<file path="src/rtl/alu_pkg.sv">
// Shared opcode/state types and default width for the sequential ALU.
package alu_pkg;

    localparam int DEFAULT_WIDTH = 32;

    typedef enum logic [2:0] {
        OP_ADD = 3'b000,
        OP_SUB = 3'b001,
        OP_AND = 3'b010,
        OP_OR  = 3'b011,
        OP_XOR = 3'b100,
        OP_SLL = 3'b101,
        OP_SRA = 3'b110,
        OP_MUL = 3'b111
    } alu_op_t;

    typedef enum logic [1:0] {
        IDLE = 2'b00,
        EXEC = 2'b01,
        DONE = 2'b10
    } alu_state_t;

endpackage

</file>
<file path="src/rtl/shift_add_mul.sv">
// Iterative unsigned shift-add multiplier: one multiplier bit per cycle, WIDTH cycles total.
module shift_add_mul #(
    parameter int WIDTH = 32
) (
    input  logic               clk,
    input  logic               rst,
    input  logic               start,
    input  logic [WIDTH-1:0]   a,
    input  logic [WIDTH-1:0]   b,
    output logic               done,
    output logic [2*WIDTH-1:0] product
);

    localparam int SHW = $clog2(WIDTH);
    localparam logic [SHW-1:0] LAST = SHW'(WIDTH - 1);

    logic [2*WIDTH-1:0] acc;
    logic [2*WIDTH-1:0] mcand;
    logic [WIDTH-1:0]   mplier;
    logic [SHW-1:0]     cnt;
    logic               busy;

    // The start edge already performs iteration 0 on the live operands, so
    // the final iteration lands WIDTH-1 edges later and done is seen at edge WIDTH.
    always_ff @(posedge clk or posedge rst) begin
        if (rst) begin
            acc    <= '0;
            mcand  <= '0;
            mplier <= '0;
            cnt    <= '0;
            busy   <= 1'b0;
            done   <= 1'b0;
        end else begin
            done <= 1'b0;
            if (start) begin
                acc    <= b[0] ? {{WIDTH{1'b0}}, a} : '0;
                mcand  <= {{(WIDTH-1){1'b0}}, a, 1'b0};
                mplier <= b >> 1;
                cnt    <= SHW'(1);
                busy   <= 1'b1;
            end else if (busy) begin
                if (mplier[0]) begin
                    acc <= acc + mcand;
                end
                mcand  <= mcand << 1;
                mplier <= mplier >> 1;
                cnt    <= cnt + 1'b1;
                if (cnt == LAST) begin
                    busy <= 1'b0;
                    done <= 1'b1;
                end
            end
        end
    end

    assign product = acc;

endmodule

</file>
<file path="src/rtl/seq_alu.sv">
// Handshaked sequential ALU with registered result and V/C/N/Z flags.
// Define ALU_MUL_EN to enable the multi-cycle MUL opcode; otherwise MUL returns zero.
module seq_alu
    import alu_pkg::*;
#(
    parameter int WIDTH = DEFAULT_WIDTH,
    parameter int SHW   = $clog2(WIDTH)
) (
    input  logic             clk,
    input  logic             rst,
    input  logic             in_valid,
    output logic             in_ready,
    input  logic [WIDTH-1:0] a,
    input  logic [WIDTH-1:0] b,
    input  alu_op_t          op,
    output logic             out_valid,
    input  logic             out_ready,
    output logic [WIDTH-1:0] result,
    output logic             overflow,
    output logic             carry,
    output logic             negative,
    output logic             zero
);

    alu_state_t       state;
    alu_state_t       state_d;
    logic             accept;
    logic             is_mul;
    logic [SHW-1:0]   shamt;
    logic [WIDTH:0]   sum;
    logic [WIDTH:0]   diff;
    logic [WIDTH:0]   sll_ext;
    logic [WIDTH:0]   sra_ext;
    logic [WIDTH-1:0] res_d;
    logic             v_d;
    logic             c_d;

    assign in_ready  = (state == IDLE);
    assign out_valid = (state == DONE);
    assign accept    = in_valid && in_ready;
    assign shamt     = b[SHW-1:0];

    // Extra bit on each shifter catches the last bit shifted out (zero for shamt 0).
    assign sum     = {1'b0, a} + {1'b0, b};
    assign diff    = {1'b0, a} + {1'b0, ~b} + {{WIDTH{1'b0}}, 1'b1};
    assign sll_ext = {1'b0, a} << shamt;
    assign sra_ext = $unsigned($signed({a, 1'b0}) >>> shamt);

`ifdef ALU_MUL_EN
    logic               mul_done;
    logic [2*WIDTH-1:0] product;

    assign is_mul = (op == OP_MUL);

    shift_add_mul #(.WIDTH(WIDTH)) u_mul (
        .clk     (clk),
        .rst     (rst),
        .start   (accept && is_mul),
        .a       (a),
        .b       (b),
        .done    (mul_done),
        .product (product)
    );
`else
    assign is_mul = 1'b0;
`endif

    always_comb begin
        res_d = '0;
        v_d   = 1'b0;
        c_d   = 1'b0;
        case (op)
            OP_ADD: begin
                res_d = sum[WIDTH-1:0];
                c_d   = sum[WIDTH];
                v_d   = (a[WIDTH-1] == b[WIDTH-1]) && (res_d[WIDTH-1] != a[WIDTH-1]);
            end
            OP_SUB: begin
                res_d = diff[WIDTH-1:0];
                c_d   = diff[WIDTH];
                v_d   = (a[WIDTH-1] != b[WIDTH-1]) && (res_d[WIDTH-1] != a[WIDTH-1]);
            end
            OP_AND: res_d = a & b;
            OP_OR:  res_d = a | b;
            OP_XOR: res_d = a ^ b;
            OP_SLL: begin
                res_d = sll_ext[WIDTH-1:0];
                c_d   = sll_ext[WIDTH];
            end
            OP_SRA: begin
                res_d = sra_ext[WIDTH:1];
                c_d   = sra_ext[0];
            end
            default: res_d = '0;
        endcase
    end

    always_comb begin
        state_d = state;
        case (state)
            IDLE: begin
                if (in_valid) begin
                    state_d = is_mul ? EXEC : DONE;
                end
            end
`ifdef ALU_MUL_EN
            EXEC: begin
                if (mul_done) begin
                    state_d = DONE;
                end
            end
`endif
            DONE: begin
                if (out_ready) begin
                    state_d = IDLE;
                end
            end
            default: state_d = IDLE;
        endcase
    end

    always_ff @(posedge clk or posedge rst) begin
        if (rst) begin
            state <= IDLE;
        end else begin
            state <= state_d;
        end
    end

    always_ff @(posedge clk or posedge rst) begin
        if (rst) begin
            result   <= '0;
            overflow <= 1'b0;
            carry    <= 1'b0;
            negative <= 1'b0;
            zero     <= 1'b0;
        end else if (accept && !is_mul) begin
            result   <= res_d;
            overflow <= v_d;
            carry    <= c_d;
            negative <= res_d[WIDTH-1];
            zero     <= (res_d == '0);
`ifdef ALU_MUL_EN
        end else if (state == EXEC && mul_done) begin
            // Any nonzero high half means the low-half result has wrapped.
            result   <= product[WIDTH-1:0];
            overflow <= |product[2*WIDTH-1:WIDTH];
            carry    <= |product[2*WIDTH-1:WIDTH];
            negative <= product[WIDTH-1];
            zero     <= (product[WIDTH-1:0] == '0);
`endif
        end
    end

endmodule

</file>
<file path="config.mk">
export PLATFORM = sky130hd
export DESIGN_NAME = seq_alu
export DESIGN_NICKNAME = d
export VERILOG_FILES = /design/src/rtl/alu_pkg.sv /design/src/rtl/shift_add_mul.sv /design/src/rtl/seq_alu.sv
export SDC_FILE = /design/constraint.sdc
export NUM_CORES = 1
export LEC_CHECK = 0
export ABC_CLOCK_PERIOD_IN_PS = 2700
export CORE_MARGIN = 5
export CORE_UTILIZATION = 40
export DETAILED_ROUTE_END_ITERATION = 8
export PLACE_DENSITY_LB_ADDON = 0.25
export SETUP_SLACK_MARGIN = 0.2
export SLEW_MARGIN = 20
export SYNTH_ARGS = -nofsm -noshare
export SYNTH_HDL_FRONTEND = slang
export SYNTH_SLANG_ARGS = --single-unit
</file>
<file path="constraint.sdc">
create_clock -name clk -period 2.7 [get_ports clk]
set_input_delay 0.54 -clock clk [delete_from_list [all_inputs] [get_ports clk]]
set_output_delay 0.54 -clock clk [all_outputs]
set_load 0.005 [all_outputs]
</file>
==> Yosys cells after proc, flatten, opt, wreduce, memory -nomap -nowiden <==
Cells that the tools add are included.
{ "totals": {"reg_bits": 38, "latch_bits": 0, "mem_bits_rw": 0, "romBits": 0, "input_bits": 71, "out_inout_bits": 38, "word_cells": 41, "n_memories": 0} }
{ "classes": {"n_addsub": 3, "mul": 0, "n_div": 0, "order_cmp": 0, "n_eq_ne": 13, "shift": 2, "n_mux": 6, "n_bitwise": 4, "reduce_logical": 7} }
{ "op_table": {"columns": ["op", "n"], "rows": [
  ["32-bit one-hot mux with 7 select lines", 1],
  ["32-bit by 32-bit adder with 33-bit output", 2],
  ["33-bit by 1-bit adder with 33-bit output, second input constant", 1],
  ["32-bit by 5-bit left shift with 33-bit output", 1],
  ["33-bit by 5-bit >>> shifter with 33-bit output", 1],
  ["32-bit bitwise AND", 1],
  ["32-bit zero test", 1],
  ["32-bit NOT", 1],
  ["32-bit bitwise OR", 1],
  ["32-bit bitwise XOR", 1],
  ["3-bit == test, second input constant", 3],
  ["3-bit by 2-bit == test with 1-bit output, second input constant", 2],
  ["2-bit 2-to-1 mux", 2],
  ["1-bit one-hot mux with 4 select lines", 1],
  ["2-bit one-hot mux with 2 select lines", 1],
  ["3-bit by 1-bit == test with 1-bit output, second input constant", 1],
  ["1-bit logical AND", 3],
  ["3-bit zero test", 1],
  ["1-bit inequality test", 3],
  ["2-bit == test, second input constant", 1],
  ["2-bit zero test", 1],
  ["2-bit by 1-bit inequality test with 1-bit output, second input constant", 1],
  ["2-bit inequality test, second input constant", 1],
  ["1-bit one-hot mux with 2 select lines", 1],
  ["other kinds (2)", 2]
]} }

==> Depth between registers and ports, before layout <==
Gate-level depths: netlist of run 1.
{ "logic_depth": {"word_depth": 6, "ltp_mapped": 18, "mapped_depth_nobuf": 15} }

==> Worst setup path before layout of run 1 <==
No wires, ideal clock.
{ "synth_timing": {"path_kind": "input-to-reg", "start": "input port b[2]", "end": "register zero", "setup_ps": 103, "arrival_ps": 4574, "required_time_ps": 2597, "setup_slack_ps": -1977, "stages": 18, "path_buffers": 5, "path_cell_list": "clkbuf_1 > inv_1 > buf_2 > buf_1 > buf_1 > ha_1 > buf_2 > nand2b_4 > a211o_1 > a211oi_2 > a31o_2 > a31oi_4 > or4_4 > a311oi_1 > a32oi_1 > nor4_1 > nand4_1 > o41ai_2"} }
{ "synth_via": {"elab_chain_cells": 5, "elab_cells_between_ends": 11, "classes_between": "3 x add/sub; 2 x shift; 1 x mux; 4 x bitwise; 1 x reduce/logical"} }
{ "synth_lines": {"columns": ["element", "line_no", "text"], "rows": [
  ["start: declaration", "seq_alu.sv:14", "input logic [WIDTH-1:0] b,"],
  ["32-bit NOT", "seq_alu.sv:45", "assign diff = {1'b0, a} + {1'b0, ~b} + {{WIDTH{1'b0}}, 1'b1};"],
  ["32-bit by 32-bit adder with 33-bit output", "seq_alu.sv:45", null],
  ["33-bit by 1-bit adder with 33-bit output", "seq_alu.sv:45", null],
  ["32-bit one-hot mux with 7 select lines *", "seq_alu.sv:72", "case (op)"],
  ["32-bit zero test *", "seq_alu.sv:142", "zero <= (res_d == '0);"],
  ["end signal: assignment", "seq_alu.sv:142", null],
  ["end: declaration", "seq_alu.sv:22", "output logic zero"]
]} }
Mark *: on every way between the ends. The rest lies on a longest branch, timed or not.
A chain may end at the register's enable or synchronous reset.

==> Worst setup path in the final report of run 1 <==
{ "layout_timing": {"start": "input port b[0]", "end": "register zero"} }
Same word-level chain as after synthesis.

==> results of run 1 <==
per-layer routing:
| metal | share of wire | routed length [um] | up-vias |
|---|---|---|---|
| met3 | 0.10 | 6820 | 260 |
| met1 | 0.38 | 25800 | 7802 |
| met5 | 0.00010 | 7 | - |
| li1 | - | - | 7214 |
| met2 | 0.44 | 30100 | 1063 |
| met4 | 0.073 | 4960 | 2 |
per-stage QoR:
| step | power [uW] | cells | setup TNS, ns | instance area (um2) | setup slack (ns) |
|---|---|---|---|---|---|
| finish | 6170 | 2607 | -11.47 | 20000 | -1.01 |
| global route | 6450 | 2607 | -13.24 | 20000 | -1.13 |
| CTS | 5790 | 2592 | -10.81 | 19100 | -1.06 |
| detailed placement | 4670 | 2516 | -37.01 | 17000 | -2.03 |
| global placement | 4630 | 2516 | -35.25 | 17000 | -1.95 |
| floorplan | 2480 | 1559 | -11.36 | 11300 | -1.24 |
cell type report:
cell class | instances | area (um2) | share of cell area
multi-input cells | 1300 | 11200 | 0.560
repair buffers | 822 | 6910 | 0.346
flip-flops and latches | 36 | 901 | 0.0451
well taps | 341 | 427 | 0.0214
inverters | 101 | 404 | 0.0202
clock buffers | 7 | 153 | 0.00765
sequential cells by signal, summed over array words and instances, names as in the netlist:
| name | flops |
|---|---|
| zero | 1 |
| carry | 1 |
| state | 1 |
| result | 32 |
| overflow | 1 |
path summary, 6_finish.rpt:
check / startpoint / end / slack (ns)
hold reg to reg: result[3] / result[3] / 0.48
min in group asynchronous: rst / result[23] / 0.66
setup / recovery: b[0] / zero / -1.01
setup reg to reg: state[1] / zero / -0.01
hold / removal: result[3] / result[3] / 0.48
max in group asynchronous: rst / result[3] / 1.68
where the power goes:
| part | switching (uW) | total (uW) | internal, uW |
|---|---|---|---|
| registers | 80.1 | 756 | 676 |
| logic | 2450 | 4810 | 2360 |
| clock network | 215 | 602 | 387 |
worst max-delay path, cell delays in order:
cell and delay [ns]:
sky130_fd_sc_hd__buf_6 0.12, sky130_fd_sc_hd__buf_8 0.14, sky130_fd_sc_hd__buf_12 0.14, sky130_fd_sc_hd__buf_6 0.13
sky130_fd_sc_hd__buf_12 0.14, sky130_fd_sc_hd__buf_4 0.19, sky130_fd_sc_hd__mux2i_2 0.20, sky130_fd_sc_hd__o22ai_2 0.20
sky130_fd_sc_hd__a31oi_2 0.11, sky130_fd_sc_hd__a221oi_2 0.31, sky130_fd_sc_hd__buf_4 0.18, sky130_fd_sc_hd__nand3_4 0.08
sky130_fd_sc_hd__nor4_4 0.34, sky130_fd_sc_hd__nand4_1 0.24, sky130_fd_sc_hd__nor4_4 0.39, sky130_fd_sc_hd__nand4_1 0.16
sky130_fd_sc_hd__o41ai_2 0.28
layout by cell type (no fill, tap or decap), drive strengths merged, types with 8 or more instances in the layout:
master	count
a211oi	35
a21o	19
a21oi	124
a221oi	19
a22oi	28
a31oi	16
and3	8
buf	721
clkbuf	14
clkdlybuf4s50	49
dfrtp	36
dlygate4sd2	35
ha	103
inv	97
mux2	29
mux2i	87
mux4	21
nand2	159
nand2b	17
nand3	31
nand4	13
nor2	156
nor2b	20
nor3	35
nor4	17
o211ai	29
o21a	8
o21ai	96
o221ai	16
o22ai	33
o31ai	17
or2	12
or3	12
xnor2	12
logic make-up after synthesis:
group,synth area share
AO/OA/AOI/OAI,0.331
buffers and inverters,0.0874
adder cells (fa/ha/maj),0.120
multiplexers,0.154
flip-flops,0.0817
AND/OR/NAND/NOR,0.213
XOR/XNOR,0.0135
repair_timing:
item                                    in CTS  in global routing
gates resized for setup                    384                173
cloned                                       2                  1
pin swaps                                   85                 84
endpoints found under the setup margin      35                 34
setup buffers                               67                 14
hold buffers                                 0                  0
==> out/summary.md, run 1 <==
The cell taking the most area after synthesis is sky130_fd_sc_hd__ha_1. The number of synthesized flops with an enable pin was 0; the number of cells on the worst hold path was 2. The number of search-and-repair iterations in the first detailed-routing pass is 5.

The dominant cell by count in the synthesized netlist is sky130_fd_sc_hd__nand2_1. Number of CTS-inserted buffers: 5. The run gives 16,300 as the count of vias placed by the detailed router. The floorplan step defined a die boundary enclosing 31,000 um2. TritonCTS built the clock tree.

The reported max-cap violation count was 0; the sequential-to-total area share from yosys stat was 0.0817. The global routing usage on met3 came out at 0.0812. The sum of overflow across all layers after global routing is 0, and the distinct cell type count after synthesis is 88.

The all-layer global routing usage came out at 0.415. The average via count per standard cell was 6.27; the post-route clock period utilization was 1.37. For the data required time at the worst endpoint, the log shows 2.89 ns. The number of nets in the synthesized netlist is 1,735.

In the synthesized netlist the dominant register cell turns out to be sky130_fd_sc_hd__dfrtp_1. The weighted congestion reported at the end of routability-driven placement was 1.11; the worst reg2reg path depth was 10. The tools report the minimum hold slack as 0.477 ns. For the number of pins with negative max-slew slack in the final report, the log shows 0. The number of setup violations in the final report was 25. The checks that failed: negative setup slack. After detailed routing, the total wire length is 67,700 um.

At the pin with the least slew margin, the transition time is 0.692 ns. Setup repair after global routing could not meet its margin everywhere. The highest clock frequency the design can meet is 270 MHz. The starting DRC count in detailed routing came out at 2,034. The worst-path maximum fanout came out at 13. The floorplan has 60 rows. The worst setup path is of the in -> reg kind. The run gives 0.536 as the max-slew headroom at the worst pin. The die extent in x works out to 176 um. The tightest min-delay check is of the reg -> reg type. Area share of the largest cell type after synthesis: 0.117. The layer flagged by global routing as most heavily used is met2.

The tools report the peak ir drop on the vdd network as 0.348 mV. The number of antenna violations at the first check in global routing was 1. The flow ran to the end, but the final reports show violations.

The floorplan step defined a core boundary enclosing 27,000 um2. The startpoint kind of the worst setup timing path is a primary input. The fraction of synthesis flops using an asynchronous set or reset pin works out to 1.00. Remaining antenna violation count after routing: 0.

The post-route worst setup slack was -1.01 ns; the number of nets in the layout was 2,442. The later pin in the worst-skew pair is clocked with a latency of 0.28 ns. The first global-routing pass estimated 99,000 um of wire. The tools report the met1 global-route usage as 0.523.

The initial cell density of the core was 0.408; the height of the chip was 176 um. The worst setup path is captured at a flop. Entering global routing, the biggest net connects 48 pins. Power per standard cell area: 309 nW/um2.

The clock arrives with 0.00490 ns of skew. Summed over all nets, the half-perimeter wirelength after detailed placement is 53,300 um. The proportion of layout cells with a drive suffix above 1 is 0.494, and the number of synthesized register bits is 36.

By count the netlist is led by 159 x sky130_fd_sc_hd__nand2_1, 156 x sky130_fd_sc_hd__nor2_1, 122 x sky130_fd_sc_hd__a21oi_1, 103 x sky130_fd_sc_hd__ha_1, 96 x sky130_fd_sc_hd__inv_1. Counting every sink on the clock net gives 36. The synthesized area per cell is 7.08 um2, and the cell area after technology mapping is 11,000 um2. For the total of warnings raised by yosys, the log shows 0. The boundary pin count was 109. By area the synthesized netlist is led by sky130_fd_sc_hd__ha_1 12%, sky130_fd_sc_hd__dfrtp_1 8.2%, sky130_fd_sc_hd__mux2i_1 7.8%, sky130_fd_sc_hd__a21oi_1 5.5%, sky130_fd_sc_hd__nand2_1 5.4%. The run gives 0.671 as the met2 track demand over resource in global routing. The routed wirelength normalized by instance count is 26.0 um, and the clock edge transition at the registers on the reported setup and hold paths is 0.06 ns.

The layout overhead on the synthesized area was 81.0%; the endpoint arrival time on the critical path was 3.90 ns. The final hold violation count is 0. The via count of the first global-routing pass is 16,200. The number of antenna diodes in the final layout is 0. After technology mapping, the gate count stands at 1,559. The filler cells instantiated in the layout total 2,101.

The time the final worst path needs with I/O delays and setup was 3.71 ns. The clock tree root buffer cell is sky130_fd_sc_hd__clkbuf_16. The number of input and output port buffers inserted is 108, and the DRC violations left is 0.

The logs give 2 for the CTS H-tree depth and 0.00906 uW for the static leakage. End-of-flow core utilization: 0.739. The longest clock path from root to sink contains 2 buffers.
Note: power is estimated with default switching activity, not from simulation.
==> inputs of run 2 (changes only) <==
--- a/config.mk
+++ b/config.mk
@@ -6,6 +6,7 @@
 export NUM_CORES = 1
 export LEC_CHECK = 0
 export ABC_CLOCK_PERIOD_IN_PS = 2700
+export CORE_ASPECT_RATIO = 0.9
 export CORE_MARGIN = 5
 export CORE_UTILIZATION = 40
 export DETAILED_ROUTE_END_ITERATION = 8
==> run 2 against run 1 <==
Effect of this change: utilization is 3.1 points higher; critical path depth is 1 lower; first-iteration DRC count is 18% higher; combinational power is 7.1% higher; cell area is 4.5% higher; worst setup slack worse by 0.0079 ns; the run still ends with negative setup slack left.
==> out/summary.md, run 2 (synthesis results as in run 1) <==
The run finished, with violations left. Violations in the final reports: negative setup slack (unchanged). The number of flip-flops in the largest register was 32 (unchanged). The register with the highest flop count is result (unchanged). The element type at the critical path end was a flop (unchanged).

For the end-of-flow core utilization, the log shows 0.770 (was 0.739). The die extent in x works out to 185 um (was 176 um). The start-to-end type of the worst setup path is in -> reg (unchanged).

The average via count per standard cell is 6.46 (was 6.27). TritonCTS built the clock tree. The tools report the number of diodes as 0 (unchanged).

The clock tree root buffer cell was sky130_fd_sc_hd__clkbuf_16 (unchanged). The DRC violations left is 0 (unchanged), and the clock edge transition at the registers on the reported setup and hold paths is 0.06 ns (about the same). The layout overhead on the synthesized area is 89.2% (was 81.0%), and the worst-path maximum fanout is 7 (was 13). The routed wirelength normalized by instance count is 26.9 um (was 26.0 um).

The starting DRC count in detailed routing is 2,390 (was 2,034). Setup TNS: -10.94 ns (was -11.47 ns). For the highest clock frequency the design can meet, the log shows 269 MHz (was 270 MHz).

Most frequent cells in the layout: 680 x sky130_fd_sc_hd__buf_4, 143 x sky130_fd_sc_hd__nand2_1, 134 x sky130_fd_sc_hd__nor2_1 (was 623 x sky130_fd_sc_hd__buf_4, 144 x sky130_fd_sc_hd__nand2_1, 144 x sky130_fd_sc_hd__nor2_1). The static leakage is 0.00939 uW (was 0.00906 uW). For the number of search-and-repair iterations in the first detailed-routing pass, the log shows 6 (was 5). The global-route wire length before repair is 101,000 um (was 99,000 um). The tools report the detailed placement HPWL as 53,700 um (was 53,300 um). The number of cell rows is 57 (was 60), and the number of nets in the layout is 2,508 (was 2,442).

Actual slew at the worst max-slew pin: 0.733 ns (was 0.692 ns). For the number of pins with negative max-slew slack in the final report, the log shows 0 (unchanged). The logs give 1,865 (was 2,101) for the filler cell count in the final layout and -1.02 ns (was -1.01 ns) for the post-route worst setup slack. The initial cell density of the core is 0.407 (was 0.408).

The run gives 0.00882 ns (was 0.00490 ns) as the final setup skew. The origin of the critical flop-to-flop path is state[1] (unchanged). The overall routed net length is 72,400 um (was 67,700 um). The proportion of layout cells with a drive suffix above 1 is 0.543 (was 0.494).

The tools report the origin of the worst setup path as b[1] (was b[0]). The boundary pin count is 109 (unchanged). The run gives 0 (was 1) as the number of antenna violations at the first check in global routing. The max-slew headroom at the worst pin was 0.497 (was 0.536); the minimum hold slack was 0.479 ns (was 0.477 ns). For the reported max-cap violation count, the log shows 0 (unchanged). Post-route clock period utilization: 1.38 (was 1.37).

The power per standard cell area was 325 nW/um2 (was 309 nW/um2); the number of input and output port buffers inserted was 108 (unchanged). The origin of the worst min-delay path is result[21] (was result[3]). The final hold violation count is 0 (unchanged). Sum of overflow across all layers after global routing: 0 (unchanged). The via count of the first global-routing pass was 16,300 (was 16,200). Most frequent standard cell in the layout excluding fill and tap cells: sky130_fd_sc_hd__buf_4 (unchanged). The run gives 0 (unchanged) as the remaining antenna violation count after routing. For the core region area, the log shows 27,100 um2 (was 27,000 um2). The number of setup violations in the final report is 26 (was 25), and the maximum buffer depth of the clock tree is 2 (unchanged). For the cell count after placement, the log shows 2,534 (was 2,516). The height of the chip is 168 um (was 176 um), and the number of CTS-inserted buffers is 5 (unchanged). The logs give 0.360 mV (was 0.348 mV) for the peak ir drop on the vdd network and -2.13 ns (was -2.03 ns) for the worst slack after detailed placement. Setup repair after global routing could not meet its margin everywhere.

The tools report the all-layer global routing usage as 0.423 (was 0.415). The time the final worst path needs with I/O delays and setup is 3.72 ns (was 3.71 ns), and the endpoint arrival time on the critical path is 3.92 ns (was 3.90 ns). The weighted congestion reported at the end of routability-driven placement came out at 1.07 (was 1.11).

The number of clock sinks seen by CTS came out at 36 (unchanged). The data required time at the worst endpoint is 2.90 ns (was 2.89 ns), and the number of non-filler instances in the completed layout is 2,687 (was 2,607). The tools report the startpoint kind of the worst setup timing path as a primary input (unchanged). The tools report the area of the die as 31,000 um2 (about the same).

The pin count of the biggest net entering global routing came out at 48 (unchanged). The type of the worst min-delay path was reg -> reg (unchanged). The CTS H-tree depth is 2 (unchanged).

The tools report the count of vias placed by the detailed router as 17,400 (was 16,300). The worst-skew pair later-pin latency was 0.30 ns (was 0.28 ns).
==> run 2: layer usage <==
layer | global-route usage | vias up | routed length [um]
li1 | - | 7368 | -
met1 | 0.550 | 8315 | 27300
met3 | 0.103 | 331 | 8450
met5 | 0 | - | 0
met2 | 0.666 | 1348 | 31500
met4 | 0.189 | 0 | 5120
==> run 2: area by class of cell <==
type,instances,area (um2),area share
Tap cell,354,443,0.0212
Inverter,101,422,0.0202
Sequential cell,36,901,0.0432
Clock inverter,3,90.1,0.00432
Timing Repair Buffer,888,7360,0.353
Multi-Input combinational cell,1300,11500,0.553
Clock buffer,5,125,0.00600
==> run 2: path summary, 6_finish.rpt <==
path / slack [ns] / endpoint / depth (start not counted)
max reg2reg: 0.04 / zero / 10
min: 0.48 / result[21] / 2
max in group asynchronous: 1.68 / result[9] / 3
max: -1.02 / zero / 16
min in group asynchronous: 0.66 / result[30] / 3
min reg2reg: 0.48 / result[21] / 2
==> run 2: power by group <==
| part | switching (uW) | internal [uW] |
|---|---|---|
| registers | 85.3 | 675 |
| logic | 2610 | 2530 |
| clock network | 261 | 623 |
| total | 2960 | 3830 |
==> run 2: timing repair <==
action,CTS,global route
pin swaps,134,113
gates cloned,3,0
buffers inserted,86,56
resized for setup,486,241
setup endpoints to repair,35,35
hold buffers,0,0
hold endpoints to repair,0,0
==> run 2: metrics by stage <==
stage	cell area, um2	total power, uW
2_1_floorplan	11300	2480
3_3_place_gp	17000	4640
3_5_place_dp	17000	4680
4_1_cts	19600	6150
5_1_grt	20900	7040
6_report	20900	6790
==> run 2: worst max-delay path, cell delays in order <==
cell and delay (ns):
sky130_fd_sc_hd__buf_16 0.15, sky130_fd_sc_hd__inv_12 0.05, sky130_fd_sc_hd__ha_4 0.29, sky130_fd_sc_hd__a21o_1 0.21, sky130_fd_sc_hd__nand4_1 0.24, sky130_fd_sc_hd__buf_4 0.23
sky130_fd_sc_hd__a2111oi_4 0.30, sky130_fd_sc_hd__buf_4 0.22, sky130_fd_sc_hd__o21ai_4 0.08, sky130_fd_sc_hd__a21oi_4 0.21, sky130_fd_sc_hd__a31oi_1 0.11, sky130_fd_sc_hd__nor4_2 0.30
sky130_fd_sc_hd__o32ai_4 0.17, sky130_fd_sc_hd__nor4_2 0.33, sky130_fd_sc_hd__nand4_1 0.18, sky130_fd_sc_hd__o41ai_2 0.30
==> inputs of run 3 (changes only) <==
--- a/config.mk
+++ b/config.mk
@@ -6,9 +6,12 @@
 export NUM_CORES = 1
 export LEC_CHECK = 0
 export ABC_CLOCK_PERIOD_IN_PS = 2700
+export CAP_MARGIN = 15
+export CELL_PAD_IN_SITES_DETAIL_PLACEMENT = 0
+export CELL_PAD_IN_SITES_GLOBAL_PLACEMENT = 2
 export CORE_ASPECT_RATIO = 0.9
 export CORE_MARGIN = 5
-export CORE_UTILIZATION = 40
+export CORE_UTILIZATION = 34
 export DETAILED_ROUTE_END_ITERATION = 8
 export PLACE_DENSITY_LB_ADDON = 0.25
 export SETUP_SLACK_MARGIN = 0.2
==> run 3 against run 2 <==
Effect of this change: critical path type unchanged; count of clock-buffer cells in the layout did not move; cell area fell by 0.20%; non-clock buffer count rose by 5; largest power group unchanged; combinational power fell by 0.8%; maximum frequency rose by 2.6%; the flow still finishes with violations (negative setup slack); register-to-register slack improved by 0.16 ns; largest cell class unchanged; wire length fell by 3.3%.
==> out/summary.md, run 3 (synthesis results as in run 1) <==
TritonCTS built the clock tree. The tools report the boundary pin count as 109 (unchanged). The area of the die is 36,200 um2 (was 31,000 um2), and the initial cell density of the core is 0.345 (was 0.407).

The register area was 901 um2 (unchanged); the number of nets in the layout was 2,513 (was 2,508). Setup repair after global routing could not meet its margin everywhere. The run gives 0 (unchanged) as the number of pins with negative max-slew slack in the final report. The area taken by multi-input logic gates is 11,400 um2 (was 11,500 um2), and the final setup skew is 0.00737 ns (was 0.00882 ns). The number of search-and-repair iterations in the first detailed-routing pass was 5 (was 6). The sequential share of power came out at 0.117 (was 0.112). The time the final worst path needs with I/O delays and setup is 3.62 ns (was 3.72 ns). Global-route wire length before repair: 102,000 um (was 101,000 um). The type of the worst min-delay path was reg -> reg (unchanged).

The layout overhead on the synthesized area is 88.8% (was 89.2%), and the average via count per standard cell is 5.96 (was 6.46). The pin count of the biggest net entering global routing came out at 48 (unchanged). The height of the chip is 181 um (was 168 um), and the proportion of layout cells with a drive suffix above 1 is 0.534 (was 0.543). The number of non-filler instances in the completed layout came out at 2,754 (was 2,687).

The number of flip-flops in the largest register came out at 32 (unchanged). The logs give 5 (unchanged) for the number of CTS-inserted buffers and 1.06 (was 1.07) for the weighted congestion reported at the end of routability-driven placement. The register with the highest flop count is result (unchanged). The post-route worst setup slack is -0.924 ns (was -1.02 ns), and the maximum buffer depth of the clock tree is 2 (unchanged). Start-to-end type of the worst setup path: in -> reg (unchanged). The run gives 0 (unchanged) as the final hold violation count. The number of antenna violations at the first check in global routing is 0 (unchanged). The logs give 70,000 um (was 72,400 um) for the overall routed net length and 0.575 (was 0.497) for the max-slew headroom at the worst pin. The run gives 0 (unchanged) as the reported max-cap violation count. The power per standard cell area came out at 310 nW/um2 (was 325 nW/um2). Most frequent cells in the layout: 683 x sky130_fd_sc_hd__buf_4, 142 x sky130_fd_sc_hd__nand2_1, 140 x sky130_fd_sc_hd__nor2_1 (was 680 x sky130_fd_sc_hd__buf_4, 143 x sky130_fd_sc_hd__nand2_1, 134 x sky130_fd_sc_hd__nor2_1).

The sum of overflow across all layers after global routing came out at 0 (unchanged). Routed wirelength normalized by instance count: 25.4 um (was 26.9 um). The run gives 0.29 ns (was 0.30 ns) as the worst-skew pair later-pin latency. For the share of total power in combinational logic, the log shows 0.792 (was 0.758). The highest clock frequency the design can meet was 276 MHz (was 269 MHz). The clock tree root buffer cell is sky130_fd_sc_hd__clkbuf_16 (unchanged). Via count of the first global-routing pass: 16,100 (was 16,300). The startpoint kind of the worst setup timing path was a primary input (unchanged).

The static leakage was 0.00937 uW (was 0.00939 uW); the DRC violations left was 0 (unchanged). The flow ran to the end, but the final reports show violations. Number of cell rows: 62 (was 57).

The core region area is 32,000 um2 (was 27,100 um2), and the endpoint arrival time on the critical path is 3.80 ns (was 3.92 ns). For the data required time at the worst endpoint, the log shows 2.88 ns (was 2.90 ns). The switching power as a share of total power was 0.447 (was 0.436); the number of clock sinks seen by CTS was 36 (unchanged). Number of buffers added to fix hold violations after cts: 0 (unchanged).

Number of input and output port buffers inserted: 108 (unchanged). The detailed placement HPWL is 56,200 um (was 53,700 um), and the peak ir drop on the vdd network is 0.355 mV (was 0.360 mV). The clock edge transition at the registers on the reported setup and hold paths was 0.06 ns (about the same); the worst-path maximum fanout was 7 (unchanged). The post-route clock period utilization works out to 1.34 (was 1.38).

The run gives 2,760 (was 1,865) as the filler cell count in the final layout. The CTS H-tree depth was 2 (unchanged); the internal cell power was 3560 uW (was 3830 uW). The most frequent standard cell in the layout excluding fill and tap cells is sky130_fd_sc_hd__buf_4 (unchanged). The logs give 0.369 (was 0.423) for the all-layer global routing usage and 0 (unchanged) for the remaining antenna violation count after routing. For the number of diodes, the log shows 0 (unchanged).

Power share of the clock group: 0.091 (was 0.130). Violations in the final reports: negative setup slack (unchanged). The actual slew at the worst max-slew pin was 0.620 ns (was 0.733 ns).

The run gives 26 (unchanged) as the number of setup violations in the final report. The logs give 16,400 (was 17,400) for the count of vias placed by the detailed router and 1,727 (was 2,390) for the starting DRC count in detailed routing. The end-of-flow core utilization was 0.652 (was 0.770). The logs give 2,638 (was 2,534) for the cell count after placement and 2880 uW (was 2960 uW) for the net switching component of the power. The die extent in x was 200 um (was 185 um). Element type at the critical path end: a flop (unchanged).
==> run 3: cell count changes in the layout (fill, tap and decap cells not counted), sizes merged, moves of 3 or more <==
| cell | change |
|---|---|
| clkinv | +4 |
| bufinv | -3 |
| clkbuf | -8 |
| buf | +12 |
| dlygate4sd2 | -5 |
| clkdlybuf4s15 | +9 |
==> run 3: final timing paths <==
path	startpoint	cells past startpoint	slack [ns]	end
setup reg to reg	state[1]	11	0.20	zero
hold / removal	result[28]	2	0.47	result[28]
hold reg to reg	result[28]	2	0.47	result[28]
max in group asynchronous	rst	3	1.71	result[3]
setup / recovery	b[1]	18	-0.92	overflow
min in group asynchronous	rst	3	0.65	result[30]
==> run 3: metrics by stage <==
step                      setup WS, ns  power [uW]  instance area [um2]  hold WS, ns  setup TNS [ns]
final                           -0.924        6450                20800        0.470          -11.09
after floorplan                  -1.24        2480                11300        0.463          -11.36
after detailed placement         -2.01        4790                17400        0.464          -37.51
after CTS                       -0.932        6050                20000        0.476           -8.86
after global routing             -1.01        6730                20800        0.509          -13.10
after global placement           -2.05        4760                17400        0.459          -36.82
==> run 3: critical path: stages <==
cell                        delay (ns)
sky130_fd_sc_hd__buf_12           0.12
sky130_fd_sc_hd__inv_8            0.05
sky130_fd_sc_hd__ha_4             0.26
sky130_fd_sc_hd__buf_6            0.09
sky130_fd_sc_hd__a21o_1           0.12
sky130_fd_sc_hd__nand4_1          0.16
sky130_fd_sc_hd__buf_6            0.19
sky130_fd_sc_hd__a2111oi_4        0.32
sky130_fd_sc_hd__buf_4            0.21
sky130_fd_sc_hd__o21ai_4          0.07
sky130_fd_sc_hd__a21oi_4          0.29
sky130_fd_sc_hd__buf_6            0.15
sky130_fd_sc_hd__buf_6            0.08
sky130_fd_sc_hd__a41oi_4          0.11
sky130_fd_sc_hd__o21ai_2          0.18
sky130_fd_sc_hd__a211oi_2         0.10
sky130_fd_sc_hd__mux4_2           0.47
sky130_fd_sc_hd__mux2_4           0.27
==> run 3: power groups by stage <==
stage / logic, uW / clock network [uW] / registers [uW]
after CTS: 4710 / 594 / 752
after floorplan: 1710 / 0 / 765
final: 5110 / 586 / 753
after detailed placement: 4030 / 0 / 759
after global placement: 4010 / 0 / 755
after global routing: 5330 / 628 / 771
==> run 3: cell type report <==
cell class	count	share of cell area
Sequential cell	36	0.0433
Tap cell	416	0.0250
Inverter	101	0.0198
Timing Repair Buffer	893	0.355
Multi-Input combinational cell	1300	0.550
Clock buffer	5	0.00601
Clock inverter	3	0.000901
==> run 3: routing by layer <==
layer  up-vias  track usage  wire length, um
met3       189       0.0553             5990
met1      7958        0.509            29500
met5         -            0                0
met2       914        0.578            30700
met4         0        0.148             3840
li1       7359            -                -
==> run 3: what timing repair did <==
| action | in CTS | in global routing |
|---|---|---|
| gates cloned | 0 | 1 |
| hold endpoints to repair | 0 | 0 |
| resized for setup | 535 | 161 |
| endpoints found under the setup margin | 35 | 35 |
| pin swaps | 141 | 83 |
| setup buffers | 87 | 20 |
